[src/rtl/cpu_pkg.sv]
// Shared types for the unified-memory arbiter: FSM state and current access owner.
package cpu_pkg;

   typedef enum logic [1:0] {
      IDLE = 2'd0,
      MEM  = 2'd1,
      ACK  = 2'd2
   } arb_state_t;

   typedef enum logic {
      OWN_IF = 1'b0,
      OWN_DM = 1'b1
   } owner_t;

endpackage

[src/rtl/mem_arb_pick.sv]
// Combinational grant decision: data side wins unless fetch has been passed over
// STARVE_MAX times in a row while it was waiting.
module mem_arb_pick #(
   parameter int STARVE_MAX = 4,
   parameter int CNT_W      = $clog2(STARVE_MAX + 1)
) (
   input  logic             if_req,
   input  logic             dm_req,
   input  logic [CNT_W-1:0] starve_cnt,
   output logic             grant,
   output logic             pick_dm
);

   logic starved;

   assign starved = (starve_cnt >= CNT_W'(STARVE_MAX));
   assign pick_dm = dm_req & (~starved | ~if_req);
   assign grant   = pick_dm | if_req;

endmodule

[src/rtl/mem_arbiter.sv]
// Single-port memory arbiter between instruction fetch and data memory with a
// level req/ack handshake per requester and a combinational pipeline stall.
module mem_arbiter
   import cpu_pkg::*;
#(
   parameter int ADDR_W     = 32,
   parameter int DATA_W     = 32,
   parameter int STARVE_MAX = 4
) (
   input  logic              clk_i,
   input  logic              rst_i,
   input  logic              if_req_i,
   input  logic [ADDR_W-1:0] if_addr_i,
   output logic              if_ack_o,
   output logic [DATA_W-1:0] if_rdata_o,
   input  logic              dm_req_i,
   input  logic              dm_we_i,
   input  logic [ADDR_W-1:0] dm_addr_i,
   input  logic [DATA_W-1:0] dm_wdata_i,
   output logic              dm_ack_o,
   output logic [DATA_W-1:0] dm_rdata_o,
   output logic              mem_req_o,
   output logic              mem_we_o,
   output logic [ADDR_W-1:0] mem_addr_o,
   output logic [DATA_W-1:0] mem_wdata_o,
   input  logic [DATA_W-1:0] mem_rdata_i,
   input  logic              mem_ready_i,
   output logic              stall_o
);

   localparam int CNT_W = $clog2(STARVE_MAX + 1);

   arb_state_t       state;
   owner_t           owner;
   logic [CNT_W-1:0] starve_cnt;
   logic             grant;
   logic             pick_dm;

   function automatic logic [CNT_W-1:0] sat_inc(input logic [CNT_W-1:0] v);
      return (v >= CNT_W'(STARVE_MAX)) ? v : v + CNT_W'(1);
   endfunction

   mem_arb_pick #(
      .STARVE_MAX(STARVE_MAX),
      .CNT_W     (CNT_W)
   ) u_pick (
      .if_req    (if_req_i),
      .dm_req    (dm_req_i),
      .starve_cnt(starve_cnt),
      .grant     (grant),
      .pick_dm   (pick_dm)
   );

   always_ff @(posedge clk_i or posedge rst_i) begin
      if (rst_i) begin
         state       <= IDLE;
         owner       <= OWN_IF;
         starve_cnt  <= '0;
         mem_req_o   <= 1'b0;
         mem_we_o    <= 1'b0;
         mem_addr_o  <= '0;
         mem_wdata_o <= '0;
         if_ack_o    <= 1'b0;
         dm_ack_o    <= 1'b0;
         if_rdata_o  <= '0;
         dm_rdata_o  <= '0;
      end else begin
         case (state)
            IDLE: begin
               // Request fields are latched here; later changes on the inputs are ignored.
               if (grant) begin
                  owner       <= pick_dm ? OWN_DM : OWN_IF;
                  mem_req_o   <= 1'b1;
                  mem_we_o    <= pick_dm & dm_we_i;
                  mem_addr_o  <= pick_dm ? dm_addr_i : if_addr_i;
                  mem_wdata_o <= pick_dm ? dm_wdata_i : '0;
                  starve_cnt  <= (pick_dm & if_req_i) ? sat_inc(starve_cnt) : '0;
                  state       <= MEM;
               end
            end
            MEM: begin
               if (mem_ready_i) begin
                  mem_req_o <= 1'b0;
                  if (!mem_we_o) begin
                     if (owner == OWN_DM) dm_rdata_o <= mem_rdata_i;
                     else                 if_rdata_o <= mem_rdata_i;
                  end
                  if_ack_o <= (owner == OWN_IF);
                  dm_ack_o <= (owner == OWN_DM);
                  state    <= ACK;
               end
            end
            ACK: begin
               if_ack_o <= 1'b0;
               dm_ack_o <= 1'b0;
               state    <= IDLE;
            end
            default: state <= IDLE;
         endcase
      end
   end

   // A requester stops stalling the pipeline in the cycle its ack is visible.
   assign stall_o = (if_req_i & ~if_ack_o) | (dm_req_i & ~dm_ack_o);

endmodule
[config.mk]
export PLATFORM = sky130hd
export DESIGN_NAME = mem_arbiter
export DESIGN_NICKNAME = d
export VERILOG_FILES = /design/src/rtl/cpu_pkg.sv /design/src/rtl/mem_arb_pick.sv /design/src/rtl/mem_arbiter.sv
export SDC_FILE = /design/constraint.sdc
export NUM_CORES = 1
export LEC_CHECK = 0
export ABC_AREA = 1
export BUFFER_PORTS_ARGS = -buffer_cell sky130_fd_sc_hd__buf_2
export CORE_ASPECT_RATIO = 1.5
export CORE_UTILIZATION = 53
export CTS_BUF_LIST = sky130_fd_sc_hd__clkbuf_8
export CTS_CLUSTER_SIZE = 8
export DETAILED_ROUTE_END_ITERATION = 10
export GPL_TIMING_DRIVEN = 0
export PLACE_DENSITY = 0.92
export SLEW_MARGIN = 40
export SYNTH_ARGS = -nofsm -noshare
export SYNTH_HDL_FRONTEND = slang
export SYNTH_SLANG_ARGS = --single-unit
[constraint.sdc]
create_clock -name clk_i -period 8.1 [get_ports clk_i]
set_input_delay 0.81 -clock clk_i [delete_from_list [all_inputs] [get_ports clk_i]]
set_output_delay 0.81 -clock clk_i [all_outputs]
set_load 0.03 [all_outputs]
---- Word level (Yosys, flattened, before mapping) ----
Index checks and enable logic that the tools add are counted.
word-level totals
  bits in registers ....................... 138
  input port bits ......................... 134
  output and inout bits ................... 133
  logic and storage cells ................. 57
operators by class
  add/sub/neg operators ................... 1
  $lt $le $gt $ge ......................... 1
  equal/unequal tests ..................... 5
  muxes and demuxes ....................... 15
  bitwise gates (word level) .............. 14
  reduce and logical (&&, ||, !) cells .... 10
operator list
  operator             number
  $mux 32              2
  $reduce_and 4->1     2
  $mux 3               2
  $ne 2x2->1 const B   3
  $not 1->1            6
  $pmux 1 s2           3
  $reduce_and 2->1     3
  $reduce_and 3->1     2
  $and 1x1->1          5
  $mux 1               5
  $mux 2               2
  $pmux 2 s2           1
  $reduce_bool 2->1    2
  $add 3x1->3 const B  1
  $ge 3x3->1 const B   1
  $or 1x1->1           3
  $eq 2x1->1 const B   1
  $eq 2x2->1 const B   1
  $logic_not 2->1      1

---- Longest topological paths before layout ----
Gate-level depths: netlist (run 1).
  depth in word-level cells ............... 7
  gate-level depth with buffers ........... 7
  gate-level depth less buffers ........... 6

---- Cells and area by module ----
Synthesis (run 1) repeated with hierarchy kept, for this count alone.
unflattened totals
  cell total of the unflattened synthesis .. 718
  area, all modules ....................... 5930.7 um2
modules (own cells, without submodules)
  module        instances  cells each  area an instance (um2)  seq. area each (um2)
  mem_arbiter   1          715         5915.7                  3453.3
  mem_arb_pick  1          3           15.0                    0.0

---- Worst setup path before layout (run 1) ----
No wires, ideal clock.
  path kind ............................... input to output
  start ................................... input dm_req_i
  end ..................................... output stall_o
  arrival time ............................ 1.715 ns
  data required time ...................... 7.290 ns
  path slack .............................. 5.575 ns
  stages on the path ...................... 4
  buffers on the path ..................... 2
  cells stage by stage .................... buf_2 > buf_2 > inv_1 > o22ai_1
on the way
  longest elaborated chain between the ends .. 2
ends and longest elaborated chain
  item             RTL line            RTL
  start, declared  mem_arbiter.sv:16   input logic dm_req_i,
  $and 1x1->1      mem_arbiter.sv:104  assign stall_o = (if_req_i & ~if_ack_o) | (dm_req_i & ~dm_ack_o);
  $or 1x1->1       mem_arbiter.sv:104
  end, declared    mem_arbiter.sv:28   output logic stall_o
No other way between the ends.

---- Final worst setup path (run 1) ----
Ends and elaborated chain as after synthesis.

==> results of run 1 <==
layout by cell type (no fill, tap or decap):
cell | synthesis | final
inv_2 | 3 | 3
clkinv_2 | 0 | 2
nand4_1 | 2 | 2
o21ai_0 | 4 | 4
nor2_2 | 3 | 3
nand2_1 | 342 | 342
nand2_2 | 1 | 1
clkinvlp_4 | 0 | 1
clkbuf_8 | 0 | 18
dfrtp_1 | 138 | 138
buf_4 | 3 | 3
nor2_1 | 4 | 4
buf_2 | 26 | 291
nand3_1 | 133 | 133
o22ai_1 | 1 | 1
clkbuf_1 | 12 | 12
nor3_1 | 1 | 1
inv_6 | 0 | 2
buf_1 | 2 | 2
buf_16 | 0 | 2
inv_8 | 0 | 2
o21ai_2 | 1 | 1
bufinv_16 | 0 | 5
ha_1 | 1 | 1
inv_1 | 72 | 72
clkinv_4 | 0 | 2
registers in the layout, summed over array words and instances (netlist names):
register / count
if_rdata_o: 32
mem_req_o: 1
if_ack_o: 1
state: 2
mem_wdata_o: 32
owner: 1
mem_we_o: 1
starve_cnt: 3
mem_addr_o: 32
dm_ack_o: 1
dm_rdata_o: 32
layer usage:
metal / routed length, um / global-route usage, % / vias to the layer above / part of all wire, %
li1: - / - / 2886 / -
met3: 1200 / 8.02 / 71 / 6.8
met2: 9410 / 55.3 / 297 / 53
met4: 806 / 16.4 / 0 / 4.5
met5: 0 / 0 / - / 0
met1: 6380 / 35.8 / 2844 / 36
kinds of logic after synthesis:
kind of cell	after synthesis
adder cells (fa/ha/maj)	1
flip-flops	138
buffers and inverters	118
AND/OR/NAND/NOR	486
AO/OA/AOI/OAI	6
through the flow:
step	hold slack (ns)	total power [mW]
floorplan	0.457	2.32
global placement	0.448	2.81
detailed placement	0.454	2.87
CTS	0.473	3.54
global route	0.489	3.74
finish	0.458	3.53
cells in the mapped netlist:
cell type / n / area share (%)
buf_2: 26 / 2.2
dfrtp_1: 138 / 58
o21ai_0: 4 / 0.33
clkbuf_1: 12 / 0.75
inv_2: 3 / 0.19
o21ai_2: 1 / 0.15
o22ai_1: 1 / 0.10
nor2_2: 3 / 0.31
nand4_1: 2 / 0.21
inv_1: 72 / 4.5
buf_1: 2 / 0.13
ha_1: 1 / 0.21
nor3_1: 1 / 0.083
nand3_1: 133 / 11
nand2_2: 1 / 0.10
nor2_1: 4 / 0.25
nand2_1: 342 / 21
buf_4: 3 / 0.38
worst max-delay path, stage by stage:
cell and delay [ns]:
buf_2 0.09, buf_2 0.22, buf_2 0.31, inv_1 0.07, o22ai_1 0.12, buf_2 0.23
worst paths after layout:
check / from / endpoint / slack [ns] / cells past startpoint
setup / recovery: dm_req_i / stall_o / 5.45 / 6
hold / removal: rst_i / mem_wdata_o[21] / 0.46 / 3
setup reg to reg: state[1] / if_rdata_o[11] / 6.42 / 6
hold reg to reg: if_rdata_o[10] / if_rdata_o[10] / 0.47 / 2
max in group asynchronous: rst_i / mem_addr_o[6] / 6.97 / 4
min in group clk_i: if_rdata_o[10] / if_rdata_o[10] / 0.47 / 2
power groups by stage:
stage | logic (mW) | clock network [mW] | registers (mW)
2_1_floorplan | 0.505 | 0 | 1.81
3_3_place_gp | 1.63 | 0 | 1.18
3_5_place_dp | 1.68 | 0 | 1.19
4_1_cts | 1.69 | 0.661 | 1.19
5_1_grt | 1.82 | 0.689 | 1.23
6_report | 1.68 | 0.650 | 1.20
cell type report:
class	count	area [um^2]	share of cell area (%)
Buffer	43	205	2.55
Multi-Input combinational cell	493	2050	25.6
Tap cell	147	184	2.29
Clock inverter	14	218	2.71
Timing Repair Buffer	267	1380	17.2
Clock buffer	18	248	3.08
Inverter	75	289	3.60
Sequential cell	138	3450	43.0
==> results.json, run 1 <==
{
  "synthMuxAreaShare_pct": 0,
  "cts.sinks": 138,
  "timing.setup.tns_ns": 0,
  "p_int_mw": 1.84,
  "design_area_um2": 8030,
  "dpl_cell_area_um2": 7570,
  "p_sw_mw": 1.68,
  "wire_per_inst_um": 14.9,
  "syn_nets": 884,
  "nets": 1170,
  "synth_xor_area_share_pct": 0,
  "grt.overflow.total": 0,
  "antenna_found_initial": 0,
  "relSlewSlack_pct": 66.8,
  "fp.dieW_um": 88.8,
  "start_kind": "input pin",
  "setup_viol": 0,
  "drtIter0Drc": 317,
  "status": "completed",
  "worst_ep_arrival_time_ns": 1.84,
  "switching_share_pct": 47.7,
  "vias": 6098,
  "pwr-share-clk_pct": 18.4,
  "synthAdderAreaFrac_pct": 0.209,
  "yosysSeqAreaShare_pct": 57.6,
  "cp.required_ns": 7.29,
  "final_cells": 1195,
  "fin_util_pct": 73.0,
  "grt_util_all_layers_pct": 32.1,
  "combPwrFrac_pct": 47.7,
  "grt_pass1_vias": 5875,
  "ys_ff_latch": 138,
  "cts_tree": "yes",
  "path_clk_slew_ns": 0.08,
  "drtAntennaViolNets": 0,
  "finalHoldViolCount": 0,
  "path_class": "input pin to output port",
  "rows": 47,
  "cts_max_path_buffers": 2,
  "dpl.cell_count": 1163,
  "period_share_pct": 32.8,
  "p_leak_nw": 4.96,
  "io_buffers": 265,
  "p_seq_share_pct": 33.9,
  "area_growth_pct": 34.0,
  "min_path_type": "input pin to asynchronous set/reset pin",
  "synth_area_um2": 5990,
  "cts_buffers": 17,
  "vdd_drop_max_v": 0.000196,
  "fp.dieH_um": 132,
  "drc": 0,
  "syn_avg_cell_area_um2": 8.00,
  "io_pins": 267,
  "synth_compound_area_share_pct": 0.584,
  "start_util_pct": 54.5,
  "postCtsHoldBufs": 0,
  "final_layout_size_suffix_gt1_share_pct": 32.1,
  "rsz0062_at_grt": "no",
  "skew_ns": 0.0161,
  "dp_slack_ns": 5.45,
  "clkLatencyLatePin_ns": 0.43,
  "drtPass1Iterations": 5,
  "ctsResizeCount": 0,
  "slew_viol_final": 0,
  "fin_crit_ns": 2.65,
  "maxCapViolations": 0,
  "fin_ws_ns": 5.45,
  "vias_per_cell": 5.10,
  "synth_top_family_by_area": "simple AND/OR/NAND/NOR gates",
  "cp_max_fo": 10,
  "cts_max_level": 4,
  "tightest_slew_ns": 0.498,
  "grt_max_degree": 81,
  "worstSetupEndpointType": "output port",
  "yosys_warnings": 0,
  "diodes": 0,
  "fillers": 881,
  "max_freq_mhz": 377,
  "synth_simple_gate_area_share_pct": 33.5,
  "gp_congestion": 0.890,
  "ys_types": 18,
  "dp.final_hpwl_mm": 13.1,
  "dieArea_um2": 11700,
  "coreArea_um2": 11000,
  "wl_mm": 17.8,
  "cts_root_buf": "clkbuf_8",
  "power.density_nw_per_um2": 439,
  "cts_setup_buffers": 0,
  "syn_inst": 749,
  "grt_pass1_wl_mm": 28.7
}
Power figures use the tool's default switching activity.
==> run 2, diff against run 1 <==
--- a/config.mk
+++ b/config.mk
@@ -8,12 +8,12 @@
 export ABC_AREA = 1
 export BUFFER_PORTS_ARGS = -buffer_cell sky130_fd_sc_hd__buf_2
 export CORE_ASPECT_RATIO = 1.5
-export CORE_UTILIZATION = 53
+export CORE_UTILIZATION = 49
 export CTS_BUF_LIST = sky130_fd_sc_hd__clkbuf_8
 export CTS_CLUSTER_SIZE = 8
 export DETAILED_ROUTE_END_ITERATION = 10
 export GPL_TIMING_DRIVEN = 0
-export PLACE_DENSITY = 0.92
+export PLACE_DENSITY = 0.87
 export SLEW_MARGIN = 40
 export SYNTH_ARGS = -nofsm -noshare
 export SYNTH_HDL_FRONTEND = slang
==> constraint.sdc (replaced) <==
create_clock -name clk_i -period 2.7 [get_ports clk_i]
set_input_delay 0.27 -clock clk_i [delete_from_list [all_inputs] [get_ports clk_i]]
set_output_delay 0.27 -clock clk_i [all_outputs]
set_load 0.03 [all_outputs]
==> run 2 against run 1 <==
Against the previous run: clock-buffer cell count down 1; setup slack worse by 4.3 ns; clock skew shrank 0.0031 ns; sequential share of layout area about the same; largest cell class unchanged; first-iteration DRC count decreased by 19%; largest power group unchanged; highest routed layer unchanged; global-route usage fell by 5.2 points; final cell count increased by 0.84%; via count fell by 3.0%; register-to-register slack worse by 5.3 ns; non-clock buffer count increased by 5.
==> results.json, run 2 (synthesis results as in run 1) <==
{
  "crit_top_cell": "buf_2",
  "max_freq_mhz": 631,
  "vdd_drop_max_v": 0.000572,
  "final_cell_mix": "nand2_1, buf_2, dfrtp_1",
  "p_leak_nw": 4.94,
  "grt_pass1_vias": 5717,
  "path_class": "input pin to output port",
  "antenna_found_initial": 1,
  "worst_ep_arrival_time_ns": 1.32,
  "nets": 1175,
  "io_buffers": 265,
  "dieArea_um2": 12700,
  "cp_slowest_cell": "buf_2",
  "setup_viol": 0,
  "fin_util_pct": 67.1,
  "worstPathCellList": "buf_2, buf_2, buf_2, inv_1, o22ai_1, buf_2",
  "total_power_mw": 10.1,
  "cp_max_fo": 10,
  "drtIter0Drc": 257,
  "cts_tree": "yes",
  "grt_max_degree": 27,
  "cp_slowest_stage_delay_ns": 0.29,
  "postCtsHoldBufs": 1,
  "critical_path.top_delay_family": "buffers and inverters",
  "gp_congestion": 0.874,
  "clkLatencyLatePin_ns": 0.42,
  "min_path_type": "input pin to register",
  "skew_ns": 0.0130,
  "cts_max_path_buffers": 2,
  "drtAntennaViolNets": 0,
  "grt.overflow.total": 0,
  "diodes": 0,
  "cts_setup_buffers": 0,
  "ctsResizeCount": 0,
  "cts_max_level": 4,
  "coreArea_um2": 12000,
  "path_clk_slew_ns": 0.08,
  "io_pins": 267,
  "fin_crit_ns": 1.59,
  "whs_ns": 0.0653,
  "power.density_nw_per_um2": 1260,
  "final_layout_size_suffix_gt1_share_pct": 32.2,
  "slew_viol_final": 0,
  "wire_per_inst_um": 13.9,
  "drc": 0,
  "startpoint": "dm_req_i",
  "final_common_cell": "nand2_1",
  "status": "completed",
  "min-delay-start": "mem_rdata_i[5]",
  "vias_per_cell": 4.91,
  "rsz0062_at_grt": "no",
  "fp.dieH_um": 137,
  "period_share_pct": 58.7,
  "start_kind": "input pin",
  "area_growth_pct": 33.9,
  "start_util_pct": 50.1,
  "cts_buffers": 17,
  "tightest_slew_ns": 0.473,
  "fp.dieW_um": 92.3,
  "dp.final_hpwl_mm": 13.1,
  "grt_pass1_wl_mm": 26.6,
  "rows": 49,
  "grt_util_all_layers_pct": 26.9,
  "r2r_start": "state[1]",
  "relSlewSlack_pct": 68.5,
  "cts_root_buf": "clkbuf_8",
  "drtPass1Iterations": 5,
  "worstSetupEndpointType": "output port",
  "path_buf_inv": 5,
  "vias": 5914,
  "maxCapViolations": 0,
  "finalHoldViolCount": 0,
  "wl_mm": 16.8,
  "cp.required_ns": 2.43,
  "cts.sinks": 138
}
run 2: final cells by class:
cell class,instances,area (um^2)
tap,153,191
fill,1036,3930
clock buffer,17,234
buffer,43,205
sequential,138,3450
multi-input combinational,493,2050
clock inverter,14,125
timing repair buffer,272,1480
inverter,75,285
run 2: worst paths after layout:
path / end / slack (ns) / cells after the start
setup / recovery: stall_o / 1.11 / 6
hold / removal: dm_rdata_o[5] / 0.07 / 3
hold reg to reg: dm_rdata_o[17] / 0.47 / 2
max in group asynchronous: mem_wdata_o[6] / 1.67 / 5
setup reg to reg: if_rdata_o[3] / 1.16 / 7
min in group asynchronous: if_rdata_o[6] / 0.39 / 3
run 2: where the power goes:
part | total (mW) | switching [mW] | internal [mW]
clock network | 1.55 | 0.818 | 0.728
logic | 5.03 | 3.65 | 1.38
registers | 3.56 | 0.530 | 3.03
total | 10.1 | 5.00 | 5.14
run 2: per-layer routing:
metal,global-route usage [%],part of all wire [%]
met5,0,0
met2,49.1,55
met1,30.1,38
met3,5.13,4.6
met4,12.1,2.9
run 2: worst min-delay path, delay by kind of cell:
kind                   cells  cell delay [ns]
buffers and inverters      1             0.09
and+or+nand+nor            2             0.10
run 2: metrics by stage:
stage	instances	area (um^2)	TNS, ns	worst slack (ns)
final	1205	8030	0	1.11
after global routing	1205	8030	0	0.988
after CTS	1205	8030	0	1.09
after detailed placement	1173	7660	0	1.06
after global placement	1167	7520	-16.07	-0.127
after floorplan	749	6000	0	0.709
